$ cat config.mk
export PLATFORM = sky130hd
export DESIGN_NAME = block_interleaver
export DESIGN_NICKNAME = d
export VERILOG_FILES = /design/src/rtl/block_interleaver_pkg.sv /design/src/rtl/interleave_addr_gen.sv /design/src/rtl/block_interleaver.sv
export SDC_FILE = /design/constraint.sdc
export NUM_CORES = 1
export LEC_CHECK = 0
export CORE_UTILIZATION = 45
export CTS_BUF_LIST = sky130_fd_sc_hd__clkbuf_16
export DETAILED_ROUTE_END_ITERATION = 16
export GPL_TIMING_DRIVEN = 1
export SETUP_SLACK_MARGIN = 0.02
export SLEW_MARGIN = 0
export SYNTH_ARGS = -nofsm -noshare
export SYNTH_HDL_FRONTEND = slang
export SYNTH_SLANG_ARGS = --single-unit
$ cat constraint.sdc
create_clock -name clk -period 4.8 [get_ports clk]
set_input_delay 0.96 -clock clk [delete_from_list [all_inputs] [get_ports clk]]
set_output_delay 0.96 -clock clk [all_outputs]
set_load 0.02 [all_outputs]
$ cat src/rtl/block_interleaver_pkg.sv
// Shared comms parameters for the encoder -> interleaver -> modulator chain.
// Provides the default interleaver geometry and a helper to size block indices.
package block_interleaver_pkg;

  localparam int unsigned IlvRows  = 8;
  localparam int unsigned IlvCols  = 8;
  localparam int unsigned IlvN     = IlvRows * IlvCols;

  // Bits needed to index one block of n entries (n is a power of two).
  function automatic int unsigned ilv_addr_w(input int unsigned n);
    return $clog2(n);
  endfunction

  localparam int unsigned IlvAddrW = ilv_addr_w(IlvN);

endpackage

$ cat src/rtl/interleave_addr_gen.sv
// Combinational index generator for the block interleaver.
// Ports:
//   wcnt_i : position within the current block (0..ROWS*COLS-1)
//   widx_o : row-major write index (row = wcnt/COLS, col = wcnt%COLS)
//   ridx_o : column-major read index (k%ROWS)*COLS + k/ROWS, k = wcnt
module interleave_addr_gen
  import block_interleaver_pkg::*;
#(
  parameter int unsigned ROWS = IlvRows,
  parameter int unsigned COLS = IlvCols
) (
  input  logic [ilv_addr_w(ROWS*COLS)-1:0] wcnt_i,
  output logic [ilv_addr_w(ROWS*COLS)-1:0] widx_o,
  output logic [ilv_addr_w(ROWS*COLS)-1:0] ridx_o
);

  localparam int unsigned RowBits = ilv_addr_w(ROWS);
  localparam int unsigned AddrW   = ilv_addr_w(ROWS*COLS);

  // Row-major storage means the write index is simply the counter.
  assign widx_o = wcnt_i;

  // With power-of-two geometry, (k%ROWS)*COLS + k/ROWS is a bit-field swap:
  // the low RowBits of k become the row, the remaining high bits the column.
  assign ridx_o = {wcnt_i[RowBits-1:0], wcnt_i[AddrW-1:RowBits]};

endmodule

$ cat src/rtl/block_interleaver.sv
// Ping-pong block interleaver: bits are written row-major into one bank while
// the other bank (previous block) is read out column-major at the input rate.
// Output latency is exactly one block; a mid-block sof_in resynchronises.
// Ports:
//   clk       : system clock, rising edge
//   rst       : synchronous active-low reset
//   bit_in    : input bit, qualified by valid_in
//   valid_in  : one-cycle strobe per input bit
//   sof_in    : first bit of an encoder block, qualified by valid_in
//   bit_out   : interleaved bit, holds its value between strobes
//   valid_out : one-cycle strobe per output bit
//   sof_out   : first bit of an interleaved block, qualified by valid_out
//   sync_err  : one-cycle pulse when sof_in arrives mid-block
module block_interleaver
  import block_interleaver_pkg::*;
#(
  parameter int unsigned ROWS = IlvRows,
  parameter int unsigned COLS = IlvCols
) (
  input  logic clk,
  input  logic rst,
  input  logic bit_in,
  input  logic valid_in,
  input  logic sof_in,
  output logic bit_out,
  output logic valid_out,
  output logic sof_out,
  output logic sync_err
);

  localparam int unsigned N  = ROWS * COLS;
  localparam int unsigned AW = ilv_addr_w(N);

  logic [AW-1:0] wcnt_q, wcnt_d;
  logic          wsel_q, wsel_d;
  logic          primed_q, primed_d;
  logic          bit_out_q, bit_out_d;
  logic          valid_out_q, valid_out_d;
  logic          sof_out_q, sof_out_d;
  logic          sync_err_q, sync_err_d;

  logic [AW-1:0] widx, ridx, wr_addr;
  logic          resync, last;

  // Both banks in one vector; the bank select is the MSB of the address.
  logic [2*N-1:0] mem_q;

  interleave_addr_gen #(
    .ROWS (ROWS),
    .COLS (COLS)
  ) u_addr_gen (
    .wcnt_i (wcnt_q),
    .widx_o (widx),
    .ridx_o (ridx)
  );

  assign resync  = valid_in && sof_in && (wcnt_q != '0);
  assign last    = (wcnt_q == AW'(N - 1));
  assign wr_addr = resync ? '0 : widx;

  always_comb begin
    wcnt_d      = wcnt_q;
    wsel_d      = wsel_q;
    primed_d    = primed_q;
    bit_out_d   = bit_out_q;
    valid_out_d = 1'b0;
    sof_out_d   = 1'b0;
    sync_err_d  = 1'b0;
    if (valid_in) begin
      if (resync) begin
        // Realign: this bit becomes index 0, the read bank is no longer valid.
        wcnt_d     = AW'(1);
        primed_d   = 1'b0;
        sync_err_d = 1'b1;
      end else begin
        if (primed_q) begin
          bit_out_d   = mem_q[{~wsel_q, ridx}];
          valid_out_d = 1'b1;
          sof_out_d   = (wcnt_q == '0);
        end
        if (last) begin
          wcnt_d   = '0;
          wsel_d   = ~wsel_q;
          primed_d = 1'b1;
        end else begin
          wcnt_d = wcnt_q + AW'(1);
        end
      end
    end
  end

  always_ff @(posedge clk) begin
    if (!rst) begin
      wcnt_q      <= '0;
      wsel_q      <= 1'b0;
      primed_q    <= 1'b0;
      bit_out_q   <= 1'b0;
      valid_out_q <= 1'b0;
      sof_out_q   <= 1'b0;
      sync_err_q  <= 1'b0;
    end else begin
      wcnt_q      <= wcnt_d;
      wsel_q      <= wsel_d;
      primed_q    <= primed_d;
      bit_out_q   <= bit_out_d;
      valid_out_q <= valid_out_d;
      sof_out_q   <= sof_out_d;
      sync_err_q  <= sync_err_d;
    end
  end

  // Bank storage needs no reset; primed gates every read of stale contents.
  always_ff @(posedge clk) begin
    if (rst && valid_in) begin
      mem_q[{wsel_q, wr_addr}] <= bit_in;
    end
  end

  assign bit_out   = bit_out_q;
  assign valid_out = valid_out_q;
  assign sof_out   = sof_out_q;
  assign sync_err  = sync_err_q;

endmodule

Word level (Yosys, flattened, before mapping)
Index checks and enable logic that the tools add are counted.

cells by class
  multiplexer cells = 12
  reductions and logical operators = 13
  $add $sub $neg = 1
  order comparisons = 3
  bitwise operators = 5
  eq/ne operators = 1

operators by type and width
  cell                 count
  $bwmux 128           1
  $mux 6               3
  $lt 7x8->1 const B   2
  $bmux 1 s7           1
  $demux 1 s7          1
  $ge 7x1->1 const B   1
  $add 6x1->6 const B  1
  $eq 6x6->1 const B   1
  $logic_not 6->1      1
  $mux 1               6
  $reduce_and 3->1     2
  $reduce_bool 6->1    1
  $not 1->1            5
  $logic_and 1x1->1    4
  $reduce_and 2->1     2
  $reduce_or 4->1      1
  $reduce_or 3->1      1
  $reduce_bool 2->1    1

word-level totals
  output and inout port bits = 4
  register bits = 140
  input bits = 5
  logic and storage cells = 43

Depth between registers and ports, before layout
Gate-level depths: netlist of run 1.

  depth after elaboration = 8
  gate-level depth with buffers = 10
  gate-level depth less buffers = 7

Cells and area by module
Synthesis of run 1 repeated with hierarchy kept, for this count alone.

unflattened totals
  cell total of the unflattened synthesis = 487
  area total of the unflattened synthesis = 6427.4 um^2

by module, submodules not included
  module               instances  seq. area each (um^2)  area each (um^2)  cells an instance
  block_interleaver    1          4083.9                 6337.3            475
  interleave_addr_gen  1          0.0                    90.1              12

Worst setup path after synthesis of run 1
No wires, ideal clock.

  kind = input port to flip-flop
  start point = input port sof_in
  end point = register mem_q[64], enable pin
  path buffers = 1
  required time = 4.500 ns
  library setup time = 0.300 ns
  arrival time = 1.966 ns
  stages = 6
  setup slack = 2.534 ns
  path through = nand2_1 -> a21oi_1 -> a21o_1 -> nand3_1 -> clkbuf_1 -> nor2_1

RTL lines
  element                        RTL line                  RTL
  start, declared                block_interleaver.sv:24   input logic sof_in,
  end signal, assigned by index  block_interleaver.sv:115  mem_q[{wsel_q, wr_addr}] <= bit_in;
  end, declared                  block_interleaver.sv:46   logic [2*N-1:0] mem_q;

Worst setup path in the final report of run 1
  start point = input port valid_in
  end point = register mem_q[104], enable pin

on the way
  cells in the longest elaborated chain, start to end = 1

ends and longest elaborated chain
  element            RTL line                  RTL
  start, declared    block_interleaver.sv:23   input logic valid_in,
  $logic_and 1x1->1  block_interleaver.sv:114  if (rst && valid_in) begin

Every way passes these cells.
A chain may end at the register's enable or synchronous reset.

==> results of run 1 <==
worst min path at each step:
stage                     startpoint        to  slack [ns]  depth (start not counted)
after floorplan             primed_q  primed_q        0.44                          2
after global placement      primed_q  primed_q        0.45                          2
after detailed placement    primed_q  primed_q        0.46                          2
after CTS                   primed_q  primed_q        0.47                          2
after global routing        primed_q  primed_q        0.49                          2
final                       primed_q  primed_q        0.48                          2
synthesized netlist by cell type, drive strengths merged, types with 4 or more instances:
cell type	number	area, um^2
a21oi	6	30.03
a311oi	4	35.03
and2	5	31.28
and3	6	37.54
buf	12	96.34
clkbuf	17	63.81
dfxtp	12	240.2
edfxtp	128	3844
mux2i	8	80.08
mux4	29	675.7
nand2	29	108.9
nand3	14	70.07
nand4	5	31.28
nor2	139	521.8
nor2b	5	31.28
nor3	5	25.02
o21ai	6	30.03
or3	4	25.02
routing by layer:
metal,routed length [um],vias to the layer above,global-route usage (%)
li1,-,1765,-
met3,579,20,4.387
met1,6038,1923,28.04
met2,6451,91,31.61
met4,379,0,9.453
met5,0,-,0
state kept, by name, indices dropped and copies added (netlist names):
name and count:
mem_q 128, valid_out 1, wcnt_q 6, bit_out 1
wsel_q 1, sync_err 1, sof_out 1, primed_q 1
power breakdown:
part | internal (uW) | switching, uW
clock network | 796 | 476
logic | 18.1 | 50.2
registers | 1330 | 4.45
total | 2150 | 530
cell type report:
class,count,area (um^2)
repair buffers,14,120.1
clock buffers,17,425.4
inverters,5,18.77
clock inverters,15,140.1
flip-flops and latches,140,4086
well taps,176,220.2
fillers,1220,6417
multi-input cells,300,2024
worst min-delay path: cells and delay by family, from the launching register on:
family	cells	cell delay, ns
buffers and inverters	1	0.05
DFF	1	0.32
AOI/OAI and AO/OA	1	0.05
cells by family (layout without fill, tap and decap cells):
group                      after synthesis  in the layout
muxes                                   39             39
xor gates and xnor gates                 3              3
AOI/OAI and AO/OA                       32             32
adders and majority gates                2              2
and+or+nand+nor                        224            224
buffers and inverters                   34             51
DFF                                    140            140
placed cells by master (no fill, tap or decap), types with 7 or more instances in the layout:
cell type                         count
sky130_fd_sc_hd__mux2i_1              8
sky130_fd_sc_hd__clkbuf_16           17
sky130_fd_sc_hd__clkdlybuf4s50_1      7
sky130_fd_sc_hd__mux4_2              23
sky130_fd_sc_hd__nand2_1             29
sky130_fd_sc_hd__nor2_1             139
sky130_fd_sc_hd__clkinv_1             7
sky130_fd_sc_hd__nand3_1             14
sky130_fd_sc_hd__edfxtp_1           128
sky130_fd_sc_hd__dfxtp_1             10
per-stage QoR:
stage	hold WS [ns]	power (uW)	setup WS, ns
floorplan	0.4354	1397	2.534
global placement	0.4542	1429	1.294
detailed placement	0.4624	1430	1.154
CTS	0.4716	2693	1.608
global route	0.4949	2749	1.336
finish	0.4764	2677	1.566
==> impl_metrics.py, run 1 <==
metrics = {
    "finish": {
        "final_core_utilization_pct": 52.30,
        "post-route-cell-area_um2": 7036,
        "num_antenna_cells": 0,
        "areaGrowthSynthToFinish_pct": 11.90,
        "layout-drive-gt1-share_pct": 12.22,
        "layout.nets": 485,
        "finish.cell_count_without_fillers": 667,
    },
    "setup_path": {
        "critical_path.n_buffers_inverters": 1,
        "cp_data_required_time_ns": 4.92,
        "reg2regPathDepth": 6,
        "cpLargestDelayFamily": "simple AND/OR/NAND/NOR gates",
        "series_of_cell_instances_along_the_critical_path": "clkdlybuf4s50_1 -> nand2_1 -> a21oi_1 -> a21o_1 -> nand3_1 -> nor2_1",
        "arrival_ns": 3.35,
        "cpPeakStageDelay_ns": 0.76,
        "critical_path.slowest_cell": "sky130_fd_sc_hd__clkdlybuf4s50_1",
        "critPathMaxFanout": 15,
        "startpoint_type": "input pin",
        "worst_r2r_endpoint": "mem_q[104]",
        "critical_path.reg2reg.startpoint": "wcnt_q[1]",
        "timing_worst_setup_path_type": "input pin to register",
        "critPathCapture": "mem_q[104]",
        "crit_cells": 6,
        "setup.worst_path.start": "valid_in",
        "endpoint_kind_of_the_worst_setup_timing_path": "register",
        "regToRegSetupSlack_ns": 1.73,
    },
    "yosys": {
        "yosys.area_share.simple_pct": 15.50,
        "synth_async_sr_flop_share_pct": 0,
        "synth_compound_area_share_pct": 3.502,
        "yosys.area_share.xor_xnor_pct": 0.4179,
        "number_of_synthesized_flops_with_an_enable_pin": 128,
        "synth_top_family_by_area": "simple AND/OR/NAND/NOR gates",
        "syn_area_per_cell_um2": 13.26,
        "ys_seq_area_share_pct": 64.96,
        "synthesis_warning_total": 0,
        "syn_area_um2": 6287,
        "ys_ff_latch": 140,
        "adder_cell_fraction_of_synth_area_pct": 0.3980,
        "synth.net_count": 481,
        "synth_flop_cell": "sky130_fd_sc_hd__edfxtp_1",
        "synthesis.instances": 474,
        "yosys.cell_types.count": 49,
        "synth.area.mux_share_pct": 12.38,
    },
    "worst_hold_path": {
        "timing.hold.worst.class": "register to register",
    },
    "cts": {
        "cts.hold.buffers_added": 0,
        "cts.sinks": 140,
        "clk_pin_slew_ns": 0.06,
        "cts_buffers": 17,
        "clock_insertion_delay_worst_skew_ns": 0.42,
        "htree_num_levels": 4,
        "root_buffer": "sky130_fd_sc_hd__clkbuf_16",
        "ctsLongestPathBuffers": 2,
        "postCtsResizedCells": 0,
        "cts_post_setup_buffers_inserted": 0,
        "cts_tree": "done",
    },
    "sta": {
        "timing.final.crit_period_ns": 3.234,
        "rsz0062_at_grt": "no",
        "hold_viol_final": 0,
        "timing.setup.tns_ns": 0,
        "worst_clock_skew_ns": 0.006354,
        "setup_viol_count_final": 0,
        "worst_slew_pin_slew_ns": 1.164,
        "finalCritPeriodShare_pct": 67.38,
        "report.final.slew_viol_count": 0,
        "maxClockFrequency_ghz": 0.3092,
        "slew_headroom_pct": 22.40,
    },
    "global_routing": {
        "first_pass_grt_wire_length_um": 21390,
        "grt_max_degree": 78,
        "overflow": 0,
        "groute.usage.overall_pct": 20.55,
        "antenna_found_initial": 0,
        "number_of_global_route_vias_before_repair": 3794,
    },
    "power_and_ir_drop": {
        "power_density_nw_per_um2": 380.5,
        "maximum_vdd_ir_drop_v": 0.0002761,
        "power.static_leakage_uw": 0.002137,
    },
    "route": {
        "drt_drc_violations_left": 0,
        "detail_route.wirelength_um": 13450,
        "post_drt_via_cell_ratio": 5.696,
        "detail_route.wl_per_cell_um": 20.16,
        "detailedRoute.firstPassIterationCount": 5,
        "vias": 3799,
        "detail-route-antenna-nets": 0,
        "dr.first_iter.drc_count": 396,
    },
    "floorplan": {
        "floorplan.die.height_um": 120.2,
        "rows": 42,
        "floorplan.initialDensity_pct": 46.74,
        "fp.dieArea_um2": 14450,
        "die_w_um": 120.2,
        "std_cell_core_area_um2": 13450,
        "pin_count": 9,
    },
    "run_status": {
        "run_status": "finished clean",
    },
    "placement": {
        "i_o_buffers": 8,
        "gp_routability_congestion": 0.9005,
        "hpwl_um": 8069,
        "placed_cells": 635,
        "place_area_um2": 6470,
    },
    "job": {
        "max_cap_violations": 0,
    },
}
(Power assumes the default switching activity.)
==> run 2, diff against run 1 <==
clock period = 2.8 ns   (was 4.8 ns; I/O delays follow)
==> run 2 against run 1 <==
Compared with the run above:
- total power is 68% higher
- combinational power grew 100%
- cell count is 4.3% higher
- sequential share of layout area fell by 1.9 points
- hold slack lost 0.0053 ns
- setup slack lost 1.2 ns
- global-route usage is 1.4 points higher
- critical path type is now register to register
==> impl_metrics.py, run 2 (synthesis gave the netlist of run 1 again) <==
metrics = {
    "run_status": {
        "run_status": "finished clean",
    },
    "finish": {
        "num_antenna_cells": 0,
        "areaGrowthSynthToFinish_pct": 15.58,
        "most_used_cells_in_the_layout_excluding_fill_and_tap_cells": "139 x sky130_fd_sc_hd__nor2_1, 128 x sky130_fd_sc_hd__edfxtp_1, 32 x sky130_fd_sc_hd__buf_4, 29 x sky130_fd_sc_hd__nand2_1, 23 x sky130_fd_sc_hd__mux4_2",
        "layout_fillers": 1183,
        "top_register": "mem_q",
        "largest_reg_flops": 128,
        "ff_latch_area_um2": 4086,
        "biggestRegsByFlops": "mem_q (128), wcnt_q (6)",
        "layout-drive-gt1-share_pct": 16.92,
        "layout.nets": 514,
        "post-route-cell-area_um2": 7267,
        "final_common_cell": "sky130_fd_sc_hd__nor2_1",
        "multi_input_comb_area_um2": 2024,
    },
    "cts": {
        "cts.sinks": 140,
        "root_buffer": "sky130_fd_sc_hd__clkbuf_16",
        "clock_insertion_delay_worst_skew_ns": 0.42,
        "cts_buffers": 17,
        "cts.hold.buffers_added": 0,
        "ctsLongestPathBuffers": 2,
        "cts_tree": "done",
        "htree_num_levels": 4,
        "clk_pin_slew_ns": 0.05,
        "postCtsResizedCells": 0,
        "cts_post_setup_buffers_inserted": 0,
    },
    "sta": {
        "slew_headroom_pct": 50.32,
        "setup_viol_count_final": 0,
        "hold_viol_final": 0,
        "worst_clock_skew_ns": 0.004563,
        "rsz0062_at_grt": "no",
        "worst_slew_pin_slew_ns": 0.7452,
        "finalCritPeriodShare_pct": 88.38,
        "timing.setup.tns_ns": 0,
        "report.final.slew_viol_count": 0,
        "timing.final.crit_period_ns": 2.475,
        "maxClockFrequency_ghz": 0.4041,
    },
    "worst_hold_path": {
        "timing.hold.worst.class": "register to register",
    },
    "power_and_ir_drop": {
        "power_density_nw_per_um2": 617.7,
        "clock_network_power_share_pct": 45.9,
        "power_report.internal_total_uw": 3599,
        "power.static_leakage_uw": 0.002272,
        "seqPwrFrac_pct": 51.0,
        "power.switching_fraction_pct": 19.83,
        "maximum_vdd_ir_drop_v": 0.0004228,
        "p_comb_share_pct": 3.1,
        "power_switching_uw": 890.0,
    },
    "floorplan": {
        "floorplan.die.height_um": 120.2,
        "std_cell_core_area_um2": 13450,
        "floorplan.initialDensity_pct": 46.74,
        "die_w_um": 120.2,
        "fp.dieArea_um2": 14450,
        "pin_count": 9,
        "rows": 42,
    },
    "route": {
        "drt_drc_violations_left": 0,
        "dr.first_iter.drc_count": 425,
        "detail-route-antenna-nets": 0,
        "detail_route.wirelength_um": 14490,
        "vias": 3970,
        "detailedRoute.firstPassIterationCount": 4,
        "post_drt_via_cell_ratio": 5.704,
        "detail_route.wl_per_cell_um": 20.82,
    },
    "setup_path": {
        "reg2regPathDepth": 7,
        "endpoint_kind_of_the_worst_setup_timing_path": "register",
        "arrival_ns": 2.76,
        "timing_worst_setup_path_type": "register to register",
        "regToRegSetupSlack_ns": 0.33,
        "setup.worst_path.start": "wcnt_q[3]",
        "worst_r2r_endpoint": "bit_out",
        "critPathCapture": "bit_out",
        "startpoint_type": "register",
        "critical_path.reg2reg.startpoint": "wcnt_q[3]",
        "critPathMaxFanout": 17,
        "cp_data_required_time_ns": 3.08,
    },
    "global_routing": {
        "grt_max_degree": 86,
        "number_of_global_route_vias_before_repair": 4054,
        "groute.usage.overall_pct": 21.98,
        "antenna_found_initial": 0,
        "first_pass_grt_wire_length_um": 22940,
        "overflow": 0,
    },
    "placement": {
        "hpwl_um": 9255,
        "gp_routability_congestion": 0.8620,
        "place_area_um2": 6725,
        "i_o_buffers": 8,
    },
    "job": {
        "max_cap_violations": 0,
    },
}
## run 2: worst max-delay path: stages, from the launching register on
cell and delay, ns:
sky130_fd_sc_hd__dfxtp_2 0.64, sky130_fd_sc_hd__buf_12 0.24, sky130_fd_sc_hd__mux4_2 0.50, sky130_fd_sc_hd__and2_1 0.16, sky130_fd_sc_hd__a2111oi_0 0.46, sky130_fd_sc_hd__a311oi_1 0.09, sky130_fd_sc_hd__o21ai_0 0.12, sky130_fd_sc_hd__a221oi_1 0.10
## run 2: routing by layer
layer	vias to the layer above	track usage, %	part of all wire (%)
met5	-	0	0
met4	0	9.375	2.4
met3	26	4.104	5.6
met2	132	34.27	47
met1	1989	30.26	45
li1	1823	-	-
## run 2: worst min path at each step
stage                  start  cells past startpoint       end
floorplan           primed_q                      2  primed_q
global placement    primed_q                      2  primed_q
detailed placement  primed_q                      2  primed_q
CTS                 primed_q                      2  primed_q
global route        primed_q                      2  primed_q
finish              primed_q                      2  primed_q
## run 2: stage by stage
stage	hold slack [ns]	setup slack (ns)	total power, uW	utilization [%]	instances
floorplan	0.4354	0.7128	2395	-	474
global route	0.5268	0.2471	4625	54.02	696
global placement	0.4518	0.3126	2466	49.99	664
CTS	0.4654	0.3188	4518	54.02	696
detailed placement	0.4575	0.3024	2468	49.99	664
finish	0.4710	0.3253	4489	54.02	696
## run 2: area by class of cell
type,instances,share of cell area (%)
tap,176,3.030
sequential,140,56.23
clock buffer,17,5.854
timing repair buffer,43,5.165
clock inverter,15,1.601
multi-input combinational,300,27.86
inverter,5,0.2583
## run 2: power by group through the flow
| stage | logic [uW] | clock network [uW] | registers, uW |
|---|---|---|---|
| 2_1_floorplan | 63.3 | 0 | 2330 |
| 3_3_place_gp | 134 | 0 | 2330 |
| 3_5_place_dp | 136 | 0 | 2330 |
| 4_1_cts | 137 | 2090 | 2290 |
| 5_1_grt | 152 | 2180 | 2290 |
| 6_report | 140 | 2060 | 2290 |
==> run 3, diff against run 2 <==
ABC_AREA = 0   (was not set)
==> results of run 3 <==
No change in the layout: final DEF, timing and power equal those of run 2.
